## src/rtl/fetch_sequencer_pkg.sv

```systemverilog
// fetch_sequencer_pkg: shared fetch FSM states and constants
package fetch_pkg;
    typedef enum logic [1:0] {REQ, WAIT, HOLD, DRAIN} fetch_state_t;
    localparam int INSTR_BYTES = 4;
    localparam logic [31:0] DEFAULT_RESET_VECTOR = 32'h0000_0000;
endpackage

```

## src/rtl/fetch_sequencer_if.sv

```systemverilog
// fetch_sequencer_if: redirect, imem and decode handshake bundle
interface fetch_sequencer_if;
    logic        redirect_valid;
    logic [31:0] redirect_pc;
    logic        imem_req;
    logic [31:0] imem_addr;
    logic        imem_gnt;
    logic        imem_rvalid;
    logic [31:0] imem_rdata;
    logic        inst_valid;
    logic [31:0] inst_pc;
    logic [31:0] inst_data;
    logic        inst_ready;
    modport master (
        input  redirect_valid, redirect_pc, imem_gnt, imem_rvalid, imem_rdata, inst_ready,
        output imem_req, imem_addr, inst_valid, inst_pc, inst_data
    );
    modport slave (
        output redirect_valid, redirect_pc, imem_gnt, imem_rvalid, imem_rdata, inst_ready,
        input  imem_req, imem_addr, inst_valid, inst_pc, inst_data
    );
endinterface

```

## src/rtl/fetch_sequencer.sv

```systemverilog
// fetch_sequencer: one-outstanding-request fetch FSM with redirect squash
module fetch_sequencer
    import fetch_pkg::*;
#(
    parameter logic [31:0] RESET_VECTOR = DEFAULT_RESET_VECTOR
) (
    input  logic               clk,
    input  logic               rst,
    fetch_sequencer_if.master  bus,
    output logic [31:0]        pc,
    output logic               misaligned
);
    fetch_state_t state_q, state_d;
    logic [31:0]  pc_q, pc_d;
    logic         inst_valid_q, inst_valid_d;
    logic [31:0]  inst_pc_q, inst_pc_d;
    logic [31:0]  inst_data_q, inst_data_d;
    logic         misaligned_q, misaligned_d;

    // Next state: stream events first, then a redirect overrides pc/misaligned
    always_comb begin
        state_d      = state_q;
        pc_d         = pc_q;
        inst_valid_d = inst_valid_q;
        inst_pc_d    = inst_pc_q;
        inst_data_d  = inst_data_q;
        misaligned_d = misaligned_q;
        case (state_q)
            REQ:   state_d = bus.imem_gnt ? (bus.redirect_valid ? DRAIN : WAIT) : REQ;
            WAIT: begin
                if (bus.imem_rvalid && !bus.redirect_valid) begin
                    inst_data_d  = bus.imem_rdata;
                    inst_pc_d    = pc_q;
                    inst_valid_d = 1'b1;
                    pc_d         = pc_q + 32'(INSTR_BYTES);
                    state_d      = HOLD;
                end else if (bus.imem_rvalid) begin
                    state_d = REQ;
                end else if (bus.redirect_valid) begin
                    state_d = DRAIN;
                end
            end
            HOLD: begin
                if (bus.inst_ready || bus.redirect_valid) begin
                    inst_valid_d = 1'b0;
                    state_d      = REQ;
                end
            end
            DRAIN: state_d = bus.imem_rvalid ? REQ : DRAIN;
            default: state_d = REQ;
        endcase
        if (bus.redirect_valid) begin
            pc_d         = {bus.redirect_pc[31:2], 2'b00};
            misaligned_d = |bus.redirect_pc[1:0];
        end
    end

    // State registers with synchronous reset
    always_ff @(posedge clk) begin
        if (rst) begin
            state_q      <= REQ;
            pc_q         <= RESET_VECTOR;
            inst_valid_q <= 1'b0;
            inst_pc_q    <= '0;
            inst_data_q  <= '0;
            misaligned_q <= 1'b0;
        end else begin
            state_q      <= state_d;
            pc_q         <= pc_d;
            inst_valid_q <= inst_valid_d;
            inst_pc_q    <= inst_pc_d;
            inst_data_q  <= inst_data_d;
            misaligned_q <= misaligned_d;
        end
    end

    assign bus.imem_req   = (state_q == REQ) && !rst;
    assign bus.imem_addr  = pc_q;
    assign bus.inst_valid = inst_valid_q;
    assign bus.inst_pc    = inst_pc_q;
    assign bus.inst_data  = inst_data_q;
    assign pc             = pc_q;
    assign misaligned     = misaligned_q;

    // A response may only arrive while a request is outstanding
    assert property (@(posedge clk) disable iff (rst)
        !(bus.imem_rvalid && (state_q == REQ || state_q == HOLD)));
endmodule

```

## src/flat_wrapper.sv

```systemverilog
// flat-port wrapper written by rule: the top's interface ports become plain ports
module fetch_sequencer_flat import fetch_pkg::*;
#(
    parameter logic [31:0] RESET_VECTOR = DEFAULT_RESET_VECTOR
)
  (clk, rst, pc, misaligned, bus_redirect_valid, bus_redirect_pc, bus_imem_gnt, bus_imem_rvalid, bus_imem_rdata, bus_inst_ready, bus_imem_req, bus_imem_addr, bus_inst_valid, bus_inst_pc, bus_inst_data);
  fetch_sequencer_if bus_i ();
  input  logic clk;
  input  logic rst;
  output logic [31:0] pc;
  output logic misaligned;
  input wire logic [$bits(bus_i.redirect_valid)-1:0] bus_redirect_valid;
  input wire logic [$bits(bus_i.redirect_pc)-1:0] bus_redirect_pc;
  input wire logic [$bits(bus_i.imem_gnt)-1:0] bus_imem_gnt;
  input wire logic [$bits(bus_i.imem_rvalid)-1:0] bus_imem_rvalid;
  input wire logic [$bits(bus_i.imem_rdata)-1:0] bus_imem_rdata;
  input wire logic [$bits(bus_i.inst_ready)-1:0] bus_inst_ready;
  output wire logic [$bits(bus_i.imem_req)-1:0] bus_imem_req;
  output wire logic [$bits(bus_i.imem_addr)-1:0] bus_imem_addr;
  output wire logic [$bits(bus_i.inst_valid)-1:0] bus_inst_valid;
  output wire logic [$bits(bus_i.inst_pc)-1:0] bus_inst_pc;
  output wire logic [$bits(bus_i.inst_data)-1:0] bus_inst_data;
  assign bus_i.redirect_valid = bus_redirect_valid;
  assign bus_i.redirect_pc = bus_redirect_pc;
  assign bus_i.imem_gnt = bus_imem_gnt;
  assign bus_i.imem_rvalid = bus_imem_rvalid;
  assign bus_i.imem_rdata = bus_imem_rdata;
  assign bus_i.inst_ready = bus_inst_ready;
  assign bus_imem_req = bus_i.imem_req;
  assign bus_imem_addr = bus_i.imem_addr;
  assign bus_inst_valid = bus_i.inst_valid;
  assign bus_inst_pc = bus_i.inst_pc;
  assign bus_inst_data = bus_i.inst_data;
  fetch_sequencer #(.RESET_VECTOR(RESET_VECTOR)) u_core (.clk(clk), .rst(rst), .bus(bus_i), .pc(pc), .misaligned(misaligned));
endmodule
```

## config.mk

```make
export PLATFORM = sky130hd
export DESIGN_NAME = fetch_sequencer_flat
export DESIGN_NICKNAME = d
export VERILOG_FILES = /design/src/rtl/fetch_sequencer_pkg.sv /design/src/rtl/fetch_sequencer_if.sv /design/src/rtl/fetch_sequencer.sv /design/src/flat_wrapper.sv
export SDC_FILE = /design/constraint.sdc
export NUM_CORES = 1
export LEC_CHECK = 0
export BUFFER_PORTS_ARGS = -buffer_cell sky130_fd_sc_hd__buf_2
export CAP_MARGIN = 20
export CORE_ASPECT_RATIO = 1.2
export CORE_UTILIZATION = 51
export CTS_CLUSTER_DIAMETER = 40
export CTS_CLUSTER_SIZE = 28
export DETAILED_ROUTE_END_ITERATION = 8
export PLACE_DENSITY = 0.86
export SYNTH_ARGS = -nofsm -noshare
export SYNTH_HDL_FRONTEND = slang
export SYNTH_SLANG_ARGS = --single-unit
```

## constraint.sdc

```tcl
create_clock -name clk -period 5.5 [get_ports clk]
set_input_delay 0.55 -clock clk [delete_from_list [all_inputs] [get_ports clk]]
set_output_delay 0.55 -clock clk [all_outputs]
set_load 0.01 [all_outputs]
```

==> impl_metrics.toml <==
[die]
core_area_mm2 = 0.00852
chipWidth_um = 87.4
floorplan.rows = 37
io-pin-count = 201
die-area_mm2 = 0.00913
die_height_um = 104
floorplan.initialDensity = 0.524

[routing]
drc = 0
routed_wire_length_per_instance_um = 14.3
firstDrtPassIters = 5
route.vias.total = 4520
detail_route.iter0.violations = 308
via_per_inst = 5.45
postRouteAntennaNets = 0
postRouteWirelength_um = 11900

[synth]
synth_top_area_frac = 0.431
synth_edf_count = 0
synth_simple_gate_area_share = 0.251
seq_area_frac_synth = 0.431
yosys.area_share.adder = 0.0140
synthTopCellsByCount = "nand2_1, dfxtp_1, a21oi_1"
syn_inst = 571
syn-mean-instance-area_um2 = 7.82
ys_warn_count = 0
mappedNetlistArea_mm2 = 0.00446
ys_dominant_reg_cell = "dfxtp_1"
synth_compound_gate_area_share = 0.176
synth_seq_cells = 96
synthDominantAreaCellType = "dfxtp_1"
post_synth_xor_area_fraction = 0.0216
post_synth_main_area_contributors = "dfxtp_1, nand2_1, a21oi_1, buf_4, clkbuf_1"
muxShareOfSynthArea = 0
ys_async_sr_fraction = 0
synth_top_family_by_area = "simple AND/OR/NAND/NOR gates"
netlist-cell-type-count = 38
synth.most_common_cell = "nand2_1"

[outcome]
outcome = "finished clean"

[critical_path]
timing.critical_path.required_ns = 5.77
critical_path.startpoint_type = "flop"
worstPathMaxFanout = 14
crit_startpoint = "u_core.state_q[1]$_SDFFE_PP0P_"
worst_path_most_repeated_cell = "or4_1"
max_stage_delay_ns = 0.77
crit_path_cell_trace = "inv_1 > ha_1 > nand4_1 > or4_1 > or4_1 > a311oi_1"
worst_r2r_path_cells = 6
timing.critical_path.arrival_ns = 3.03
critical_path_start_end_classification = "flop to flop"
critPathSlowestCell = "or4_1"
critical_path.endpoint_type = "flop"
regToRegStartpoint = "u_core.state_q[1]$_SDFFE_PP0P_"

[grt]
globalRouteTotalUtil = 0.259
grt.overflow.total = 0
grt_pass1_vias = 3932
number_of_antenna_violations_at_the_first_check_in_global_routing = 0
grt_max_degree = 103
grt_first_pass_wirelength_um = 18600

[power]
power_dens_cells_mw_per_mm2 = 262
ir_worst_vdd_uv = 143
power.leakage_nw = 2.31

[cts]
tritoncts.num_buffers = 9
clock_tree.htree_level_count = 3
clockBufferDepth = 2
cts_hold_buffers = 0
cts.sink_count = 96
post-cts-setup-buffers = 0
cts_repair_resize_count = 0
clkSlewWorstSetupHoldPaths_ns = 0.09
tritoncts = "done"
insertion_delay_ns = 0.36
clock_tree.root_cell = "clkbuf_8"

[finish]
final.fill_count = 801
drive_above_1_share = 0.305
layout.core_utilization = 0.634
n_antenna_cell = 0
final_net_count = 782
areaGrowthSynthToFinish_pct = 21.0

[sta]
setup_violations = 0
timing.fmax_ghz = 0.363
final_layout_setup_total_negative_slack_ns = 0
holdWs_ns = 0.411
worstMarginPinSlew_ns = 1.01
timing.max_slew.rel_slack = 0.327
hold_viol_final = 0
post_route_clock_period_utilization = 0.501
period_needed_ns = 2.75
finalMaxSlewViolations = 0
rsz_0062_raised_after_global_routing = "no"
worst_clock_skew_ns = 0.00886

[worst_hold_path]
worst_hold_path_type = "input port to flop"
worstHoldStart = "bus_imem_rdata[10]"
worst_hold_stages = 3

[place]
gpl.final_weighted_congestion = 0.823
detailedPlacementHpwl_um = 8430
port-buffer-count = 194

[job]
cap_violations = 0
[worst paths after layout]
kind / slack, ns / to
setup reg to reg: 2.75 / u_core.bus.imem_addr[18]$_SDFFE_PP0P_
hold / removal: 0.41 / u_core.bus.inst_data[10]$_SDFFE_PP0P_
hold reg to reg: 0.45 / u_core.bus.inst_data[11]$_SDFFE_PP0P_
setup / recovery: 2.75 / u_core.bus.imem_addr[18]$_SDFFE_PP0P_
[cell families after synthesis]
family | count (synthesis)
buffers and inverters | 87
flip-flops | 96
other | 1
XOR/XNOR | 11
AO/OA/AOI/OAI | 126
adder cells (fa/ha/maj) | 5
AND/OR/NAND/NOR | 245
[placed cells by master, fill, tap and decap left out, types with 9 or more instances in the layout]
master and instances:
buf_2 193, nand2_1 143, dfxtp_1 96, a21oi_1 70
nor2_1 26, nand3_1 15, nand4_1 13, a311oi_1 13
a211oi_1 13, or4_1 12, o31ai_1 11, inv_1 10
clkbuf_8 9
[power by group]
| group | switching (mW) | internal (mW) |
|---|---|---|
| logic | 0.112 | 0.0817 |
| registers | 0.0401 | 0.723 |
| clock network | 0.246 | 0.210 |
| total | 0.398 | 1.01 |
[flip-flops by register name, indices dropped and copies added, names as in the netlist]
register	count
u_core.bus.inst_pc	30
u_core.bus.inst_valid	1
u_core.state_q	2
u_core.misaligned	1
u_core.bus.inst_data	32
u_core.bus.imem_addr	30
[through the flow]
step	instances	worst slack, ns	area, um^2	power, mW
after floorplan	576	3.34	4480	0.902
after global placement	813	2.89	5200	0.965
after detailed placement	813	2.77	5200	0.972
after CTS	829	2.76	5400	1.42
after global routing	829	2.51	5400	1.47
final	829	2.75	5400	1.41
[critical path, delay by kind of cell (launching register included)]
kind | cells | cell delay [ns]
AOI/OAI and AO/OA | 1 | 0.26
adders and majority gates | 1 | 0.45
DFF | 1 | 0.34
buffers and inverters | 1 | 0.10
and+or+nand+nor | 3 | 1.51
[layer usage]
layer,part of all wire,vias to the layer above,wire (um),global-route usage
met5,0,-,0,0
li1,-,2204,-,-
met3,0.059,18,701,0.0452
met2,0.51,180,6100,0.439
met4,0.020,0,233,0.107
met1,0.41,2118,4850,0.319
[area by class of cell]
| class | instances | area, um^2 | area share |
|---|---|---|---|
| Clock buffer | 9 | 124 | 0.0229 |
| Clock inverter | 7 | 71.3 | 0.0132 |
| Inverter | 10 | 37.5 | 0.00695 |
| Multi-Input combinational cell | 393 | 2100 | 0.389 |
| Sequential cell | 96 | 1920 | 0.356 |
| Tap cell | 117 | 146 | 0.0271 |
| Timing Repair Buffer | 197 | 996 | 0.184 |
(Power assumes the default switching activity.)
